[config.mk]
export PLATFORM = sky130hd
export DESIGN_NAME = mem_arbiter
export DESIGN_NICKNAME = d
export VERILOG_FILES = /design/src/rtl/mem_arbiter_pkg.sv /design/src/rtl/mem_byte_merge.sv /design/src/rtl/mem_arbiter.sv
export SDC_FILE = /design/constraint.sdc
export NUM_CORES = 1
export LEC_CHECK = 0
export CAP_MARGIN = 20
export CORE_MARGIN = 5
export CORE_UTILIZATION = 34
export CTS_BUF_LIST = sky130_fd_sc_hd__clkbuf_8 sky130_fd_sc_hd__clkbuf_16
export DETAILED_ROUTE_END_ITERATION = 8
export PLACE_DENSITY = 0.82
export SYNTH_ARGS = -nofsm -noshare
export SYNTH_HDL_FRONTEND = slang
export SYNTH_SLANG_ARGS = --single-unit
[constraint.sdc]
create_clock -name clk -period 2.72 [get_ports clk]
set_input_delay 0.816 -clock clk [delete_from_list [all_inputs] [get_ports clk]]
set_output_delay 0.816 -clock clk [all_outputs]
set_load 0.01 [all_outputs]
[src/rtl/mem_arbiter_pkg.sv]
// Shared types and helpers for the unified program/data RAM arbiter.
package mem_arbiter_pkg;

   localparam int unsigned DATA_W = 32;
   localparam int unsigned BE_W   = DATA_W / 8;

   localparam logic [BE_W-1:0] BE_FULL = 4'hF;

   typedef enum logic [0:0] {
      ST_IDLE,
      ST_RMW_WR
   } state_e;

   // Per-lane select: enabled lanes come from the new data, the rest from the old word.
   function automatic logic [DATA_W-1:0] merge_bytes(
      input logic [BE_W-1:0]   be,
      input logic [DATA_W-1:0] new_word,
      input logic [DATA_W-1:0] old_word
   );
      logic [DATA_W-1:0] res;
      res = old_word;
      for (int i = 0; i < int'(BE_W); i++) begin
         if (be[i]) res[8*i +: 8] = new_word[8*i +: 8];
      end
      return res;
   endfunction

endpackage

[src/rtl/mem_byte_merge.sv]
// Combinational byte-lane merge for read-modify-write stores.
module mem_byte_merge
   import mem_arbiter_pkg::*;
(
   input  logic [BE_W-1:0]   be,
   input  logic [DATA_W-1:0] wdata,
   input  logic [DATA_W-1:0] rdata,
   output logic [DATA_W-1:0] merged_c
);

   always_comb begin
      merged_c = merge_bytes(be, wdata, rdata);
   end

endmodule

[src/rtl/mem_arbiter.sv]
// Arbiter for the single-port unified RAM: loader, fetch and data ports, sub-word stores as RMW.
// Optional fetch anti-starvation enabled by defining ARB_FAIRNESS_EN.
module mem_arbiter
   import mem_arbiter_pkg::*;
#(
   parameter int unsigned ADDR_W       = 32,
   parameter int unsigned STARVE_LIMIT = 4
) (
   input  logic              clk,
   input  logic              rst,
   input  logic              boot_mode,
   input  logic              ld_valid,
   input  logic [ADDR_W-1:0] ld_addr,
   input  logic [DATA_W-1:0] ld_data,
   output logic              ld_ready,
   input  logic              if_req,
   input  logic [ADDR_W-1:0] if_addr,
   output logic              if_gnt,
   output logic              if_rvalid,
   output logic [DATA_W-1:0] if_rdata,
   input  logic              dm_req,
   input  logic              dm_we,
   input  logic [BE_W-1:0]   dm_be,
   input  logic [ADDR_W-1:0] dm_addr,
   input  logic [DATA_W-1:0] dm_wdata,
   output logic              dm_gnt,
   output logic              dm_rvalid,
   output logic [DATA_W-1:0] dm_rdata,
   output logic              ram_en,
   output logic              ram_we,
   output logic              ram_rst,
   output logic [ADDR_W-1:0] ram_addr,
   output logic [DATA_W-1:0] ram_di,
   input  logic [DATA_W-1:0] ram_dout
);

   if (STARVE_LIMIT < 1) begin : g_bad_limit
      $error("STARVE_LIMIT must be at least 1");
   end

   state_e            state;
   state_e            state_nxt;
   logic              rmw_load;
   logic [ADDR_W-1:0] rmw_addr;
   logic [BE_W-1:0]   rmw_be;
   logic [DATA_W-1:0] rmw_wdata;
   logic [DATA_W-1:0] rmw_merged;
   logic              fetch_first;

   assign ram_rst  = 1'b0;
   assign if_rdata = ram_dout;
   assign dm_rdata = ram_dout;

   mem_byte_merge u_merge (
      .be       (rmw_be),
      .wdata    (rmw_wdata),
      .rdata    (ram_dout),
      .merged_c (rmw_merged)
   );

`ifdef ARB_FAIRNESS_EN
   localparam int unsigned CNT_W = (STARVE_LIMIT < 2) ? 1 : $clog2(STARVE_LIMIT + 1);

   logic [CNT_W-1:0] starve_cnt;

   assign fetch_first = if_req && (starve_cnt >= CNT_W'(STARVE_LIMIT));

   // Counts consecutive IDLE run-mode cycles in which fetch wanted the RAM but lost.
   always_ff @(posedge clk or negedge rst) begin
      if (!rst) begin
         starve_cnt <= '0;
      end else if (state == ST_IDLE && !boot_mode) begin
         if (!if_req || if_gnt) begin
            starve_cnt <= '0;
         end else if (starve_cnt < CNT_W'(STARVE_LIMIT)) begin
            starve_cnt <= starve_cnt + CNT_W'(1);
         end
      end
   end
`else
   assign fetch_first = 1'b0;
`endif

   always_ff @(posedge clk or negedge rst) begin
      if (!rst) begin
         state     <= ST_IDLE;
         if_rvalid <= 1'b0;
         dm_rvalid <= 1'b0;
         rmw_addr  <= '0;
         rmw_be    <= '0;
         rmw_wdata <= '0;
      end else begin
         state     <= state_nxt;
         if_rvalid <= if_gnt;
         dm_rvalid <= dm_gnt & ~dm_we & (state == ST_IDLE);
         if (rmw_load) begin
            rmw_addr  <= dm_addr;
            rmw_be    <= dm_be;
            rmw_wdata <= dm_wdata;
         end
      end
   end

   // Grant selection and RAM port drive; everything idles while reset is held.
   always_comb begin
      state_nxt = state;
      rmw_load  = 1'b0;
      ld_ready  = 1'b0;
      if_gnt    = 1'b0;
      dm_gnt    = 1'b0;
      ram_en    = 1'b0;
      ram_we    = 1'b0;
      ram_addr  = '0;
      ram_di    = '0;

      if (rst) begin
         unique case (state)
            ST_IDLE: begin
               if (boot_mode) begin
                  ld_ready = 1'b1;
                  if (ld_valid) begin
                     ram_en   = 1'b1;
                     ram_we   = 1'b1;
                     ram_addr = ld_addr;
                     ram_di   = ld_data;
                  end
               end else if (dm_req && !fetch_first) begin
                  if (!dm_we) begin
                     ram_en   = 1'b1;
                     ram_addr = dm_addr;
                     dm_gnt   = 1'b1;
                  end else if (dm_be == BE_FULL) begin
                     ram_en   = 1'b1;
                     ram_we   = 1'b1;
                     ram_addr = dm_addr;
                     ram_di   = dm_wdata;
                     dm_gnt   = 1'b1;
                  end else if (dm_be == '0) begin
                     dm_gnt   = 1'b1;
                  end else begin
                     // Sub-word store: fetch the old word now, merge and write next cycle.
                     ram_en    = 1'b1;
                     ram_addr  = dm_addr;
                     rmw_load  = 1'b1;
                     state_nxt = ST_RMW_WR;
                  end
               end else if (if_req) begin
                  ram_en   = 1'b1;
                  ram_addr = if_addr;
                  if_gnt   = 1'b1;
               end
            end
            ST_RMW_WR: begin
               ram_en    = 1'b1;
               ram_we    = 1'b1;
               ram_addr  = rmw_addr;
               ram_di    = rmw_merged;
               dm_gnt    = 1'b1;
               state_nxt = ST_IDLE;
            end
            default: state_nxt = ST_IDLE;
         endcase
      end
   end

endmodule

=== Word-level counts from Yosys, hierarchy flattened ===
Cells that the tools add are included.

* Register bits after elaboration: 71
* Output and inout bits: 136

* Eq/ne operators: 1
* Multiplexer cells: 56
* Bitwise logic cells: 4
* Reductions and logical operators: 1

{| class="wikitable"
|+ Operator list
! kind !! number
|-
| two-way mux 32 bit || 14
|-
| one-hot mux 32 bit (2 select lines) || 2
|-
| two-way mux 1 bit || 32
|-
| two-way mux 8 bit || 4
|-
| one-hot mux 1 bit (2 select lines) || 4
|-
| equality test 4 bit, second input constant || 1
|-
| logical NOT 4 bit || 1
|-
| bitwise AND 1 bit || 2
|-
| NOT 1 bit || 2
|}

=== Depth between registers and ports, before layout ===
Gate-level depths: netlist of the first run.

* Depth after elaboration: 10
* Mapped depth: 6
* Gate-level depth less buffers: 3

=== By module ===
A second synthesis of the first run with hierarchy kept.

* Cells, all modules: 577
* Area total of the unflattened synthesis: 5496.5 µm²

{| class="wikitable"
|+ Modules (own cells, without submodules)
! module !! instances !! cells an instance !! area an instance (µm²)
|-
| mem_arbiter || 1 || 541 || 4971.0
|-
| mem_byte_merge || 1 || 36 || 525.5
|}

=== Worst setup path before layout of the first run ===
Ideal clock, no wire load.

* Kind: input to output
* Start: input port dm_be[2]
* End: output port ram_di[22]
* Data arrival time: 1995 ps
* Required time: 1904 ps
* Path slack: -91 ps
* Stages on the path: 5
* Cells stage by stage: and4_1 > clkbuf_1 > clkbuf_1 > nand3_1 > a221oi_1

* Longest elaborated chain between the ends: 7

{| class="wikitable"
|+ RTL lines
! element !! RTL line !! source
|-
| start: declaration || mem_arbiter.sv:23 || <nowiki>input logic [BE_W-1:0] dm_be,</nowiki>
|-
| equality test 4 bit || mem_arbiter.sv:132 || <nowiki>end else if (dm_be == BE_FULL) begin</nowiki>
|-
| two-way mux 32 bit || mem_arbiter.sv:132 ||
|-
| two-way mux 32 bit || mem_arbiter.sv:128 || <nowiki>if (!dm_we) begin</nowiki>
|-
| two-way mux 32 bit || mem_arbiter.sv:127 || <nowiki>end else if (dm_req && !fetch_first) begin</nowiki>
|-
| two-way mux 32 bit || mem_arbiter.sv:119 || <nowiki>if (boot_mode) begin</nowiki>
|-
| one-hot mux 32 bit (2 select lines) || mem_arbiter.sv:117 || <nowiki>unique case (state)</nowiki>
|-
| two-way mux 32 bit || mem_arbiter.sv:116 || <nowiki>if (rst) begin</nowiki>
|-
| end: declaration || mem_arbiter.sv:33 || <nowiki>output logic [DATA_W-1:0] ram_di,</nowiki>
|}

Every way passes these cells.

=== Worst setup path after layout of the first run ===
* Start: input port dm_be[1]
* End: output port ram_addr[30]

* Longest elaborated chain between the ends: 8
* Elaborated cells between the ends (all ways): 9
* Classes of those cells: eq/ne (1); mux (7); reduce/logical (1)

{| class="wikitable"
|+ RTL lines
! element !! RTL line !! source
|-
| logical NOT 4 bit || mem_arbiter.sv:138 || <nowiki>end else if (dm_be == '0) begin</nowiki>
|-
| two-way mux 32 bit || mem_arbiter.sv:138 ||
|-
| two-way mux 32 bit (*) || mem_arbiter.sv:132 ||
|-
| two-way mux 32 bit (*) || mem_arbiter.sv:128 ||
|-
| two-way mux 32 bit (*) || mem_arbiter.sv:127 ||
|-
| two-way mux 32 bit (*) || mem_arbiter.sv:119 ||
|-
| one-hot mux 32 bit (2 select lines) (*) || mem_arbiter.sv:117 ||
|-
| two-way mux 32 bit (*) || mem_arbiter.sv:116 ||
|-
| end: declaration || mem_arbiter.sv:32 || <nowiki>output logic [ADDR_W-1:0] ram_addr,</nowiki>
|}

Mark *: on every way between the ends. The rest lies on a longest branch, timed or not.

==> metrics.yaml, run 1 <==
run_status:
  status: "complete, but fails checks"
  violations: "setup timing"
clock_network:
  clockBufferDepth: 2
  cts_tree: "yes"
  clkLatencyLatePin_ns: 0.33
  cts_buffers: 9
  cts_root_buf: "clkbuf_16"
  cts.sinks: 71
  clk_pin_slew_ns: 0.06
  cts-htree-levels: 3
synth:
  synth_edf_count: 0
  syn_area_um2: 5270
  yosys.area.top_type_share: 0.337
  synth_cell_types: 32
  ys_seq_area_frac: 0.337
  synth.top_cells.by_area: "dfrtp_1 34%, mux2_2 13%, a221oi_1 11%, buf_4 10%, a21oi_1 6.3%"
  synthCells: 545
  ys_ff_latch: 71
  synth_nets: 748
  synth_ff_type: "dfrtp_1"
  synth.largest_area_cell: "dfrtp_1"
  yosysWarningCount: 0
  synth_area_per_cell_um2: 9.67
  async_reset_ff_frac: 1.00
sta:
  hold_ws_ns: 0.460
  finalHoldViolations: 0
  finalSetupViolations: 67
  skew_ns: 0.00818
  finalCritPeriodShare: 1.15
  tightest_slew_ns: 0.570
  slew_headroom: 0.620
  rsz0062_at_grt: "yes"
  worst_slack_ns: -0.422
  fmax_mhz: 318
  finalMaxSlewViolations: 0
  tns_ns: -14.12
  period_minus_slack_ns: 3.14
cells_and_area:
  seq_area_um2: 1780
  layout-drive-gt1-share: 0.456
  syn2layout_area_growth_pct: 100
  multi_input_comb_area_um2: 3550
  instances_no_fill: 1088
  finish.utilization: 0.694
  fillers: 1116
  num-nets-final: 1099
  final_area_um2: 10500
placed_design:
  dpl.cell_count: 1025
  dp_hpwl_um: 16400
  dp_slack_ns: -0.966
  place_area_um2: 9200
  port_buffers: 337
  gp_congestion: 0.802
floorplan:
  die_w_um: 134
  ioPinCount: 339
  die_h_um: 134
  start_util: 0.347
  fp-row-count: 45
  die_area_um2: 18100
  core-area_um2: 15200
routing:
  firstDrtPassIters: 4
  drtIter0Drc: 279
  drt-total-wl_um: 25400
  wl_per_cell_um: 23.3
  vias: 6162
  vias_per_cell: 5.66
  post-route-drc-count: 0
  ant_nets: 0
global_routing:
  track_usage: 0.268
  antenna_found_initial: 2
  grt_max_degree: 61
  overflow: 0
  grt_pass1_vias: 6473
  grt_pass1_wl_um: 37300
power:
  ir_drop_mv: 0.252
  p_leak_nw: 4.36
  cellPowerDensity_nw_per_um2: 414
  power_mw: 4.37
setup_path:
  endpoint_kind: "primary output"
  arrival_ns: 2.33
  start_kind: "primary input"
  crit_required_ns: 1.90
  cp_max_fo: 8
  crit_type: "primary input to primary output"
  worstRegToRegCells: 5
run:
  drv_cap: 0
worst_hold_path:
  hold_class: "primary input to asynchronous set/reset pin"
[layout make-up]
cell class,count,area share
diodes,1,0.000237
multi-input cells,345,0.337
inverters,3,0.00107
repair buffers,466,0.443
flip-flops and latches,71,0.169
clock buffers,11,0.0240
well taps,188,0.0223
clock inverters,3,0.00356
[critical path: stages]
cell and delay (ns):
buf_8 0.10, or4_4 0.65, buf_16 0.18, buf_12 0.13
o211ai_1 0.18, a21oi_1 0.10, buf_2 0.16
[timing repair]
item | 4_1_cts | 5_1_grt
gates cloned | 19 | 2
hold buffers | 0 | 0
setup endpoints to repair | 130 | 70
pin swaps | 78 | 49
setup buffers | 26 | 9
resized for setup | 479 | 45
[cell usage after synthesis (2+ instances only)]
cell and number:
mux2_4 9, o21ai_0 34, clkbuf_1 48, and3_1 2, a21oi_1 66, mux2i_1 32
buf_1 4, clkinv_1 2, dfrtp_1 71, mux2_2 59, o211ai_1 32, and2_1 2
nand3_1 32, buf_4 70, a221oi_1 64, buf_2 2
[cell usage in the layout, fill, tap and decap left out, types with 28 or more instances in the layout]
cell,n
a21oi_1,47
a221oi_2,56
buf_12,28
buf_2,68
buf_4,72
clkdlybuf4s50_1,196
dfrtp_1,70
dlygate4sd2_1,61
mux2_2,59
mux2i_1,32
o211ai_1,32
o21ai_0,33
[routing by layer]
layer,part of all wire,vias up,global-route usage
li1,-,2753,-
met1,0.35,3002,0.300
met2,0.51,342,0.478
met3,0.097,63,0.0749
met4,0.037,2,0.111
met5,0.00055,-,0
[kinds of logic (layout without fill, tap and decap cells)]
kind of cell / after synthesis / in the layout / synth area share
mux: 100 / 100 / 0.213
flops: 71 / 71 / 0.337
compound gates: 198 / 198 / 0.250
buf+inv: 129 / 483 / 0.147
other cells: 1 / 2 / 0.000712
simple gates: 46 / 46 / 0.0522
[power by group]
group	leakage, nW	switching, mW	total (mW)	internal [mW]
Clock	0.150	0.430	1.17	0.743
Sequential	0.860	0.210	1.54	1.33
Combinational	3.35	0.677	1.66	0.978
Total	4.36	1.32	4.37	3.05
[registers in the layout, summed over array words and instances, names as in the netlist]
signal and cells:
rmw_addr 32, rmw_wdata 32, rmw_be 4, dm_rvalid 1, if_rvalid 1, state 1
[final timing paths]
| kind | from | endpoint | slack, ns |
|---|---|---|---|
| max | dm_be[1] | ram_addr[30] | -0.42 |
| min | rst | rmw_addr[12] | 0.46 |
| max reg2reg | state | rmw_wdata[5] | 0.71 |
| min reg2reg | rmw_addr[29] | rmw_addr[29] | 0.50 |
| max in group asynchronous | rst | rmw_wdata[11] | 1.46 |
| min in group clk | rmw_addr[29] | rmw_addr[29] | 0.50 |
(Power assumes the default switching activity.)
==> inputs of run 2 (changes only) <==
--- a/config.mk
+++ b/config.mk
@@ -5,12 +5,14 @@
 export SDC_FILE = /design/constraint.sdc
 export NUM_CORES = 1
 export LEC_CHECK = 0
+export ABC_AREA = 1
 export CAP_MARGIN = 20
 export CORE_MARGIN = 5
-export CORE_UTILIZATION = 34
+export CORE_UTILIZATION = 35
 export CTS_BUF_LIST = sky130_fd_sc_hd__clkbuf_8 sky130_fd_sc_hd__clkbuf_16
 export DETAILED_ROUTE_END_ITERATION = 8
 export PLACE_DENSITY = 0.82
 export SYNTH_ARGS = -nofsm -noshare
 export SYNTH_HDL_FRONTEND = slang
 export SYNTH_SLANG_ARGS = --single-unit
+export TNS_END_PERCENT = 50
==> run 2 against run 1 <==
  * The flow still finishes with violations (setup timing)
  * Routed wire length decreased by 2.0%
  * Sequential share of layout area up 0.20 points
  * Die area increased by 4.4%
  * First-iteration DRC count increased by 49%
  * Final area decreased by 1.4%
  * Sequential power shrank 7%
  * Flip-flop and latch count is the same
  * Critical path depth up 3
  * Utilization shrank 3.9 points
  * Area after synthesis up 7.8%
==> metrics.yaml, run 2 <==
run_status:
  status: "complete, but fails checks"
  violations: "setup timing"
sta:
  rsz0062_at_grt: "yes"
  tns_ns: -0.0179  # +14.10 ns
  skew_ns: 0.00539  # -0.00280 ns
  finalCritPeriodShare: 1.01  # -0.148
  finalSetupViolations: 1  # -99%
  hold_ws_ns: 0.465  # +0.00448 ns
  fmax_mhz: 365  # +15%
  worst_slack_ns: -0.0179  # +0.404 ns
  finalHoldViolations: 0  # unchanged
  finalMaxSlewViolations: 0  # unchanged
  period_minus_slack_ns: 2.74  # -0.404 ns
placed_design:
  dpl.cell_count: 1395  # +36%
  port_buffers: 337  # unchanged
  place_area_um2: 9460  # +2.9%
  gp_congestion: 0.873  # +8.9%
  dp_hpwl_um: 17300  # +5.7%
global_routing:
  grt_pass1_vias: 7096  # +9.6%
  grt_pass1_wl_um: 36100  # -3.4%
  antenna_found_initial: 0  # -2
  overflow: 0  # unchanged
  grt_max_degree: 48  # -21%
  met1_usage: 0.280  # -0.0204
  track_usage: 0.245  # -0.0228
  met3_usage: 0.0581  # -0.0168
  grt-busiest-layer: "met2"
  grt_use_met2: 0.430  # -0.0479
power:
  clock_power_share: 0.274  # +0.005
  switching_power_mw: 1.36  # +2.9%
  combPwrFrac: 0.386  # +0.007
  cellPowerDensity_nw_per_um2: 405  # -2.2%
  p_sw_frac: 0.322  # +0.0201
  p_int_mw: 2.85  # -6.4%
  p_leak_nw: 5.09  # +17%
  seqPwrFrac: 0.340  # -0.012
  ir_drop_mv: 0.260  # +3.0%
setup_path:
  endpoint_kind: "primary output"
  arrival_ns: 1.92  # -0.41 ns
  crit_type: "primary input to primary output"
  start_kind: "primary input"
  cp_max_fo: 5  # -3
  crit_required_ns: 1.90  # about the same
synth:
  synth_edf_count: 0  # unchanged
  ys_seq_area_frac: 0.313  # -0.0244
  yosys.area.top_type_share: 0.313  # -0.0244
  async_reset_ff_frac: 1.00  # unchanged
  synth_ff_type: "dfrtp_1"
  synth.largest_area_cell: "dfrtp_1"
  synth_cell_types: 27  # -16%
  synth_area_per_cell_um2: 6.59  # -32%
  yosysMostFrequentCell: "nand2_1"
  synthCells: 862  # +58%
  ys_ff_latch: 71  # unchanged
  yosys-top-cells-count: "276 x nand2_1, 81 x inv_1, 71 x dfrtp_1"
  synth.top_cells.by_area: "dfrtp_1 31%, nand2_1 18%, buf_4 8.6%, o21ai_0 6.2%, a21oi_1 5.7%"
  yosysWarningCount: 0  # unchanged
  syn_area_um2: 5680  # +7.8%
  synth_nets: 1065  # +42%
routing:
  post-route-drc-count: 0  # unchanged
  firstDrtPassIters: 5  # +1
  vias_per_cell: 5.03  # -11%
  drt-total-wl_um: 24900  # -2.0%
  ant_nets: 0  # unchanged
  vias: 7259  # +18%
  wl_per_cell_um: 17.3  # -26%
  drtIter0Drc: 415  # +49%
clock_network:
  cts.sinks: 71  # unchanged
  clockBufferDepth: 2  # unchanged
  cts-htree-levels: 3  # unchanged
  cts_root_buf: "clkbuf_16"
  cts_buffers: 9  # unchanged
  holdBufCountCts: 0  # unchanged
  clk_pin_slew_ns: 0.06  # about the same
  cts_tree: "yes"
  clkLatencyLatePin_ns: 0.32  # about the same
floorplan:
  core-area_um2: 15900  # +4.5%
  fp-row-count: 46  # +2.2%
  ioPinCount: 339  # unchanged
  die_area_um2: 18900  # +4.4%
  die_h_um: 137  # +2.2%
  start_util: 0.358  # +0.0110
  die_w_um: 137  # +2.2%
cells_and_area:
  syn2layout_area_growth_pct: 83.0
  top_regs: "rmw_addr: 32 flops, rmw_wdata: 32 flops, rmw_be: 4 flops"
  final_area_um2: 10400  # -1.4%
  instances_no_fill: 1442  # +33%
  final_common_cell: "nand2_1"
  layout_common_cells: "234 x nand2_1, 203 x clkdlybuf4s50_1, 92 x buf_4, 77 x inv_1, 71 x dfrtp_1"
  layout-drive-gt1-share: 0.315  # -0.141
  diodes: 0  # -1
  finish.utilization: 0.654  # -0.0391
  num-nets-final: 1424  # +30%
worst_hold_path:
  hold_class: "primary input to asynchronous set/reset pin"
run:
  drv_cap: 0  # unchanged
-- run 2: cell type report --
| class | instances | area (µm²) |
|---|---|---|
| Inverter | 83 | 339 |
| Timing Repair Buffer | 472 | 4560 |
| Clock buffer | 10 | 239 |
| Fill cell | 1342 | 5490 |
| Clock inverter | 6 | 52.6 |
| Sequential cell | 71 | 1780 |
| Multi-Input combinational cell | 584 | 3160 |
| Tap cell | 216 | 270 |
-- run 2: timing repair --
action,CTS,global route
resized for setup,432,98
pin swaps,30,25
buffers inserted,18,1
endpoints found under the setup margin,118,69
cloned,13,1
-- run 2: path summary, 6_finish.rpt --
kind / startpoint / end / slack (ns) / depth (start not counted)
setup / recovery: boot_mode / ram_addr[8] / -0.02 / 10
setup reg to reg: state / rmw_addr[4] / 0.71 / 8
max in group asynchronous: rst / rmw_be[0] / 1.81 / 3
min in group clk: rmw_addr[1] / rmw_addr[1] / 0.48 / 2
hold / removal: rst / rmw_addr[6] / 0.46 / 2
hold reg to reg: rmw_addr[1] / rmw_addr[1] / 0.48 / 2
-- run 2: worst max-delay path, cell delays in order --
cell     delay (ns)
buf_8          0.11
inv_8          0.06
buf_4          0.12
nand2_4        0.07
inv_8          0.09
buf_12         0.11
buf_8          0.11
a21oi_2        0.05
a21oi_1        0.21
buf_2          0.18
-- run 2: per-layer routing --
| metal | share of wire | wire length (µm) |
|---|---|---|
| met1 | 0.36 | 8990 |
| met2 | 0.50 | 12500 |
| met3 | 0.098 | 2430 |
| met4 | 0.041 | 1020 |
| met5 | 0 | 0 |
-- run 2: cells by family (layout without fill, tap and decap cells) --
logic type      count (synthesis)  in the layout  share of synthesized area
simple gates                  384            384                      0.286
buf+inv                       207            571                      0.198
compound gates                199            199                      0.202
flops                          71             71                      0.313
other cells                     1              1                   0.000660
-- run 2: stage by stage --
| stage | setup slack [ns] | power (mW) |
|---|---|---|
| floorplan | 0.169 | 2.16 |
| global placement | -0.867 | 2.92 |
| detailed placement | -0.911 | 2.97 |
| CTS | 0.000136 | 4.16 |
| global route | -0.0794 | 4.47 |
| finish | -0.0179 | 4.21 |
-- run 2: power groups by stage --
| stage | Combinational, mW | Sequential, mW | Clock, mW |
|---|---|---|---|
| floorplan | 0.749 | 1.41 | 0 |
| global placement | 1.49 | 1.43 | 0 |
| detailed placement | 1.53 | 1.44 | 0 |
| CTS | 1.55 | 1.43 | 1.18 |
| global route | 1.77 | 1.46 | 1.25 |
| finish | 1.62 | 1.43 | 1.15 |
==> inputs of run 3 (changes only) <==
--- a/config.mk
+++ b/config.mk
@@ -6,7 +6,6 @@
 export NUM_CORES = 1
 export LEC_CHECK = 0
 export ABC_AREA = 1
-export CAP_MARGIN = 20
 export CORE_MARGIN = 5
 export CORE_UTILIZATION = 35
 export CTS_BUF_LIST = sky130_fd_sc_hd__clkbuf_8 sky130_fd_sc_hd__clkbuf_16
==> results of run 3 <==
No change in the layout: final DEF, timing and power equal those of run 2.
==> edit: new RTL, settings of run 3 <==
The package constant `DATA_W` goes from 32 to 64.
--- a/src/rtl/mem_arbiter_pkg.sv
+++ b/src/rtl/mem_arbiter_pkg.sv
@@ -3,3 +3,3 @@
 
-   localparam int unsigned DATA_W = 32;
+   localparam int unsigned DATA_W = 64;
    localparam int unsigned BE_W   = DATA_W / 8;
Ports: changed (7 resized); port bits go from 339 to 535. No check against the original RTL was run, so the function may have changed too.
==> edit against run 3 <==
  * Via count grew 72%
  * The flow still finishes with violations (setup timing)
  * Cell area grew 61%
  * Global-route usage grew 4.4 points
  * Routed wire length grew 87%
  * Synthesized cell count grew 82%
  * Non-clock buffer count grew 297
  * Total power grew 40%
  * Sequential cell count grew 36
  * Utilization shrank 0.77 points
  * Worst setup slack lost 0.15 ns
  * Critical path type unchanged
  * Synthesized area grew 61%
  * Fmax shrank 5.1%
  * Count of clock-buffer cells in the layout shrank 1
  * Largest cell class unchanged
==> edit: results (changes against run 3) <==
Drt
  • Post-DR wirelength/cell: 18.90 µm (+9.5%)
  • Vias per inst: 5.056 (+0.44%)
  • DRT iter0 DRCs: 1088 (+160%)
  • DR pass1 iterations: 6 (+1)

Cells and area
  • Layout cells sized above 1: 0.2538 (-0.06109)
  • Largest regs: rmw_wdata: 64 flops, rmw_addr: 32 flops, rmw_be: 8 flops
  • Nets: 2426 (+70%)
  • Multi-input logic area: 5311 µm² (+68%)
  • Fillers: 2211 (+65%)

Timing
  • Layout Skew: 0.009385 ns (+0.004000 ns)
  • Setup TNS: -8.743 ns (-8.725 ns)
  • Final setup violation count: 90 (+89)
  • Final worst slack: -0.1656 ns (-0.1477 ns)

Placed design
  • DPL Wire Length: 32.88 mm (+90%)
  • Pre-CTS setup slack: -1.071 ns (-0.1594 ns)
  • Gpl congestion: 0.9569 (+9.6%)

Yosys
  • Synth cell count leaders: nand2_1, inv_1, nand3_1, buf_4, dfrtp_1
  • Avg Cell Area, Syn: 5.848 µm² (-11%)
  • Yosys warns: 0 (unchanged)
  • Post-synthesis compound-gate area fraction: 0.08977 (-0.1127)
  • Top cells by area, synth: nand2_1, dfrtp_1, buf_4

Run status
  • Failing checks: setup timing
  • Outcome: finished, violations left

Critical path
  • Worst Path Max Fanout: 8 (+3)
  • Worst Setup SP: dm_be[4]
  • Critical Path Sink: ram_di[9]
  • Reg-to-reg critical path endpoint: rmw_wdata[35]
  • R2r setup slk: 0.65 ns (-0.06 ns)

Clock network
  • Worst skew pair latency: 0.36 ns (+0.04 ns)

Global routing
  • Pin count of the biggest net entering global routing: 55 (+15%)
  • First-pass GRT wire length: 66.13 mm (+83%)
  • Initial antenna violation count: 3 (+3)

Power and ir drop
  • P_leak: 8.688 nW (+71%)
  • Peak VDD IR: 262.5 µV (+1.1%)

Min path
  • Hold WC Path Type: reg -> reg
==> edit: worst min path at each step <==
stage,start,end,cells past startpoint
2_1_floorplan,rmw_addr[0],rmw_addr[0],2
3_3_place_gp,rmw_addr[16],rmw_addr[16],2
3_5_place_dp,rmw_addr[13],rmw_addr[13],2
4_1_cts,rst,rmw_wdata[42],2
5_1_grt,rst,rmw_wdata[41],2
6_report,rmw_wdata[20],rmw_wdata[20],2
==> edit: worst max-delay path, cell delays in order <==
cell and delay, ns:
buf_8 0.11, inv_4 0.05, nand2_4 0.05, nor2_4 0.16
nand2_4 0.10, inv_6 0.10, buf_8 0.14, buf_12 0.15
nand3_4 0.07, a21oi_2 0.16, buf_2 0.15
==> edit: what timing repair did <==
action / 4_1_cts / 5_1_grt
endpoints found under the setup margin: 225 / 136
buffers inserted: 27 / 4
gates resized for setup: 690 / 176
pin swaps: 50 / 40
hold endpoints to repair: 0 / 0
cloned: 21 / 1
==> edit: area by class of cell <==
class	count	share of cell area
clock buffers	9	0.01344
diodes	2	0.0002986
multi-input cells	1086	0.3169
clock inverters	7	0.003434
well taps	335	0.02501
repair buffers	769	0.4457
flip-flops and latches	107	0.1600
inverters	150	0.03516
==> edit: cells by family (layout without fill, tap and decap cells) <==
kind of cell,after synthesis,in the layout
AND/OR/NAND/NOR,921,921
flip-flops,107,107
buffers and inverters,373,935
AO/OA/AOI/OAI,164,164
other,1,3
==> edit: where the power goes <==
part	leakage [nW]	switching, mW	internal (mW)
clock	0.141	0.641	0.638
combinational	7.20	1.28	1.23
sequential	1.35	0.196	1.92
total	8.69	2.12	3.79
==> edit: metal layers <==
metal  global-route usage  up-vias  wire length, µm
met4               0.1247        2             2304
met5                    0        -               12
met3              0.07470      166             4743
li1                     -     5798                -
met2               0.4969      739            22710
met1               0.3412     5758            16830
